$ cat src/rtl/multi_button_debouncer.sv
// rtl/multi_button_debouncer.sv - multi-channel button debouncer with press/release pulses and auto-repeat
module multi_button_debouncer #(
    parameter int N_BUTTONS       = 4,
    parameter int DEBOUNCE_CYCLES = 500000,
    parameter int ACTIVE_LOW      = 1,
    parameter int REPEAT_EN       = 0,
    parameter int REPEAT_DELAY    = 25000000,
    parameter int REPEAT_RATE     = 10000000
) (
    input  logic                 clk,
    input  logic                 reset,
    input  logic [N_BUTTONS-1:0] button_in,
    output logic [N_BUTTONS-1:0] button_level,
    output logic [N_BUTTONS-1:0] button_press,
    output logic [N_BUTTONS-1:0] button_release,
    output logic                 single_press,
    output logic                 multi_press
);
    localparam int MAX_A   = (DEBOUNCE_CYCLES > REPEAT_DELAY) ? DEBOUNCE_CYCLES : REPEAT_DELAY;
    localparam int MAX_CNT = (MAX_A > REPEAT_RATE) ? MAX_A : REPEAT_RATE;
    localparam int CW      = $clog2(MAX_CNT + 1);

    localparam logic [CW-1:0] DB_LAST = CW'(DEBOUNCE_CYCLES - 1);
    localparam logic [CW-1:0] RD_LAST = CW'(REPEAT_DELAY - 1);
    localparam logic [CW-1:0] RR_LAST = CW'(REPEAT_RATE - 1);

    // Raw level of a released button; also the XOR mask that makes 1 mean pressed.
    localparam logic [N_BUTTONS-1:0] REL_RAW = (ACTIVE_LOW != 0) ? {N_BUTTONS{1'b1}} : {N_BUTTONS{1'b0}};
    localparam logic                 REP_ON  = (REPEAT_EN != 0);

    typedef enum logic [1:0] {
        IDLE        = 2'd0,
        HOLD_DELAY  = 2'd1,
        HOLD_REPEAT = 2'd2
    } rpt_state_e;

    logic [N_BUTTONS-1:0] sync1_q;
    logic [N_BUTTONS-1:0] sync2_q;
    logic [N_BUTTONS-1:0] norm;
    logic [N_BUTTONS-1:0] press_vec;

    always_ff @(posedge clk) begin
        if (reset) begin
            sync1_q <= REL_RAW;
            sync2_q <= REL_RAW;
        end else begin
            sync1_q <= button_in;
            sync2_q <= sync1_q;
        end
    end

    assign norm = sync2_q ^ REL_RAW;

    for (genvar i = 0; i < N_BUTTONS; i++) begin : g_ch
        logic [CW-1:0] db_cnt_q;
        logic [CW-1:0] db_cnt_d;
        logic [CW-1:0] rp_cnt_q;
        logic          level_q;
        logic          press_q;
        logic          release_q;
        rpt_state_e    state_q;
        logic          accept;
        logic          accept_press;
        logic          accept_release;
        logic          rpt_due;
        logic          rpt_fire;

        assign accept         = (norm[i] != level_q) && (db_cnt_q == DB_LAST);
        assign accept_press   = accept && norm[i];
        assign accept_release = accept && !norm[i];
        assign db_cnt_d       = ((norm[i] == level_q) || accept) ? '0 : db_cnt_q + 1'b1;

        // A release accepted in the same cycle a repeat falls due wins: no pulse.
        assign rpt_due  = ((state_q == HOLD_DELAY)  && (rp_cnt_q == RD_LAST)) ||
                          ((state_q == HOLD_REPEAT) && (rp_cnt_q == RR_LAST));
        assign rpt_fire = rpt_due && !accept_release;

        always_ff @(posedge clk) begin
            if (reset) begin
                db_cnt_q  <= '0;
                rp_cnt_q  <= '0;
                level_q   <= 1'b0;
                press_q   <= 1'b0;
                release_q <= 1'b0;
                state_q   <= IDLE;
            end else begin
                db_cnt_q  <= db_cnt_d;
                press_q   <= accept_press || rpt_fire;
                release_q <= accept_release;
                if (accept) begin
                    level_q <= norm[i];
                end
                case (state_q)
                    IDLE: begin
                        rp_cnt_q <= '0;
                        if (accept_press && REP_ON) begin
                            state_q <= HOLD_DELAY;
                        end
                    end
                    HOLD_DELAY, HOLD_REPEAT: begin
                        if (accept_release) begin
                            state_q  <= IDLE;
                            rp_cnt_q <= '0;
                        end else if (rpt_due) begin
                            state_q  <= HOLD_REPEAT;
                            rp_cnt_q <= '0;
                        end else begin
                            rp_cnt_q <= rp_cnt_q + 1'b1;
                        end
                    end
                    default: begin
                        state_q  <= IDLE;
                        rp_cnt_q <= '0;
                    end
                endcase
            end
        end

        assign button_level[i]   = level_q;
        assign press_vec[i]      = press_q;
        assign button_release[i] = release_q;
    end

    assign button_press = press_vec;
    assign multi_press  = |(press_vec & (press_vec - N_BUTTONS'(1)));
    assign single_press = (|press_vec) && !multi_press;

endmodule
$ cat config.mk
export PLATFORM = sky130hd
export DESIGN_NAME = multi_button_debouncer
export DESIGN_NICKNAME = d
export VERILOG_FILES = /design/src/rtl/multi_button_debouncer.sv
export SDC_FILE = /design/constraint.sdc
export NUM_CORES = 1
export LEC_CHECK = 0
export ABC_CLOCK_PERIOD_IN_PS = 2000
export CORE_ASPECT_RATIO = 1.2
export CORE_MARGIN = 2
export CORE_UTILIZATION = 26
export DETAILED_ROUTE_END_ITERATION = 12
export GPL_ROUTABILITY_DRIVEN = 0
export GPL_TIMING_DRIVEN = 1
export PLACE_DENSITY_LB_ADDON = 0.25
export SYNTH_ARGS = -nofsm -noshare
export SYNTH_HDL_FRONTEND = slang
export SYNTH_SLANG_ARGS = --single-unit
$ cat constraint.sdc
create_clock -name clk -period 2 [get_ports clk]
set_input_delay 0.3 -clock clk [delete_from_list [all_inputs] [get_ports clk]]
set_output_delay 0.3 -clock clk [all_outputs]
set_load 0.02 [all_outputs]
==> out/metrics.yaml <==
timing.final.crit_share: 1.00
core_area_um2: 39900
antenna_found_initial: 0
maxCapViolCount: 0
outcome: "completed"
drc: 0
max_freq_ghz: 0.500
power_mw: 9.89
finalHoldViolations: 0
area_delta_synth_final_pct: 27.7
dr_total_vias: 9089
worst_pin_slew_ns: 0.403
cp-end-kind: "flip-flop"
stdcell_count: 1860
htree_levels: 1
synth.avg_cell_area_um2: 8.81
clock_sinks: 224
syn_nets: 1213
asyncSetResetFlopFracSynth: 0
cellPowerDensity_nw_per_um2: 733
viasPerCell: 4.89
yosysMostFrequentCell: "dfxtp_1"
die_w_um: 188
clk_latency_ns: 0.54
multiInputGateArea_um2: 5840
final_max_slew_viol_count: 0
die_h_um: 225
yosysTopAreaCell: "dfxtp_1"
routedWlPerCell_um: 13.4
synth_area_leaders: "dfxtp_1, xor2_1, xnor2_1"
hp-start: "button_in[1]"
synth_flop_cell: "dfxtp_1"
crit_buf_inv: 2
synth_top_cell_area_share: 0.424
cts_root_buffer: "clkbuf_16"
hp-class: "input port to flip-flop"
placedCellCount: 1797
worst_clock_skew_ns: 0.00902
timing.slew.headroom: 0.728
fin_crit_ns: 2.00
syn_inst: 1199
drtIter0Drc: 361
netlist_area_um2: 10600
crit_path_max_incr_delay_ns: 0.53
crit_path_cell_trace: "or4_4, or4_4, nor4_4, buf_6, clkbuf_16, nor3_2"
seq_area_um2: 4490
critPathTopFamily: "simple AND/OR/NAND/NOR gates"
path_clk_slew_ns: 0.06
grt_pass1_wl_um: 41800
r2r-start: "g_ch[2].db_cnt_q[20]"
place_area_um2: 12100
synth_commonest_cells: "dfxtp_1, nor3_1, nor2_1"
p_leak_nw: 4.18
n_antenna_cell: 0
critPathArrivalTime_ns: 2.43
drt-pass1-iter-count: 4
portBuffers: 19
final_nets: 1319
yosysUniqueCellTypes: 56
grt_usage: 0.115
rows: 80
cp-startpoint: "g_ch[2].db_cnt_q[20]"
nFillCells: 4106
num_io_pins: 20
die_area_um2: 42300
cp.required_ns: 2.43
cts-buffers-inserted: 28
synth_edf_count: 0
grt_max_degree: 27
critPathLaunchType: "flip-flop"
cts_hold_buf: 0
finalInstanceArea_um2: 13500
layout-drive-gt1-share: 0.194
path_class: "flip-flop to flip-flop"
yosys_warnings: 0
max-vdd-ir-drop_mv: 0.589
grt_pass1_vias: 8764
critPathMaxFanout: 7
clockBufferDepth: 3
drt-total-wl_um: 24900
slowest_stage: "or4_4"
ant_nets: 0
cts_tree: "yes"
cp_common_cell: "or4_4"
rsz0062_at_grt: "true"
ys_ff_latch: 224
start_util: 0.265
ys_seq_area_frac: 0.424
dp_hpwl_um: 16500
setup_viol: 0
grt-ovfl-total: 0
[worst reg2reg max path, stage by stage (launching register included)]
cell and delay [ns]:
dfxtp_2 0.33, or4_4 0.53, or4_4 0.46, nor4_4 0.15
buf_6 0.19, clkbuf_16 0.18, nor3_2 0.05
[per-stage QoR]
step / utilization / hold slack, ns / setup WS, ns / TNS, ns
after global placement: 0.303 / 0.394 / -0.0293 / -0.0293
after detailed placement: 0.303 / 0.394 / 0.00726 / 0
after CTS: 0.328 / 0.292 / -0.0229 / -0.0229
after floorplan: - / 0.389 / 0.00385 / 0
final: 0.338 / 0.324 / 0.000315 / 0
after global routing: 0.338 / 0.315 / -0.0365 / -0.420
[registers in the layout, indices dropped and copies added, names as in the netlist]
signal          flops
g_ch.db_cnt_q     100
g_ch.rp_cnt_q     100
g_ch.level_q        4
g_ch.press_q        4
g_ch.release_q      4
g_ch.state_q        4
sync1_q             4
sync2_q             4
[power by group]
group	internal (mW)	total [mW]	switching, mW
sequential	4.47	4.48	0.00689
combinational	0.0331	0.0752	0.0421
clock	3.37	5.34	1.96
total	7.88	9.89	2.01
[cell families (layout without fill, tap and decap cells)]
| family | Yosys count | in the layout | share of synthesized area |
|---|---|---|---|
| fa+ha+maj | 9 | 9 | 0.0104 |
| compound gates | 184 | 184 | 0.113 |
| xor+xnor | 111 | 111 | 0.0920 |
| buf+inv | 102 | 230 | 0.0468 |
| simple gates | 569 | 569 | 0.314 |
| flops | 224 | 224 | 0.424 |
[layer usage]
metal	GRT usage	vias up	wire [um]
li1	-	4679	-
met2	0.200	75	11800
met1	0.147	4292	11900
met5	0	-	0
met4	0.0318	0	577
met3	0.0161	43	584
[cell type report]
class	count	share of cell area
Clock buffer	39	0.0610
Clock inverter	13	0.0125
Inverter	31	0.00862
Multi-Input combinational cell	873	0.433
Sequential cell	224	0.333
Tap cell	533	0.0494
Timing Repair Buffer	147	0.103
[cells in the final DEF (no fill, tap or decap), types with 5 or more instances in the layout]
cell type        netlist  routed
dfxtp_2                0       7
buf_4                 16     109
clkinv_2               0       8
nand3_1               62      62
and4_1                27      26
nor4_1                23      19
xor2_1                57      57
buf_12                 0      13
a211oi_1              36      28
or4_4                  2       7
clkdlybuf4s50_1        0      15
nand4_1               63      63
nand2_1               63      62
clkbuf_8               0       6
ha_1                   8       6
and3_1                25      24
or4_1                 37      32
a31oi_1                5       5
inv_1                 31      31
nor3_1                81      67
and2_1                 5       5
nor4b_1               15      13
nor2_1                78      78
nor3b_1                6       6
o211ai_1               9       9
clkbuf_16              0      33
a211oi_2               4      12
xnor2_1               54      54
dfxtp_1              224     217
or2_2                  9       8
o21ai_0               52      51
a21oi_1               39      38
o31ai_1               28      28
or3_1                 49      47
nor3_2                 0      14
[worst paths after layout]
path | to | slack (ns) | cells after the start
max | g_ch[2].rp_cnt_q[9] | 0.0003 | 6
min | sync1_q[1] | 0.32 | 2
max reg2reg | g_ch[2].rp_cnt_q[9] | 0.0003 | 6
min reg2reg | sync2_q[3] | 0.41 | 1
[timing repair]
action,CTS,global route
pin swaps,0,15
gates cloned,0,5
hold endpoints to repair,0,0
setup buffers,0,6
gates resized for setup,11,57
setup endpoints to repair,6,123
Note: power is estimated with default switching activity, not from simulation.
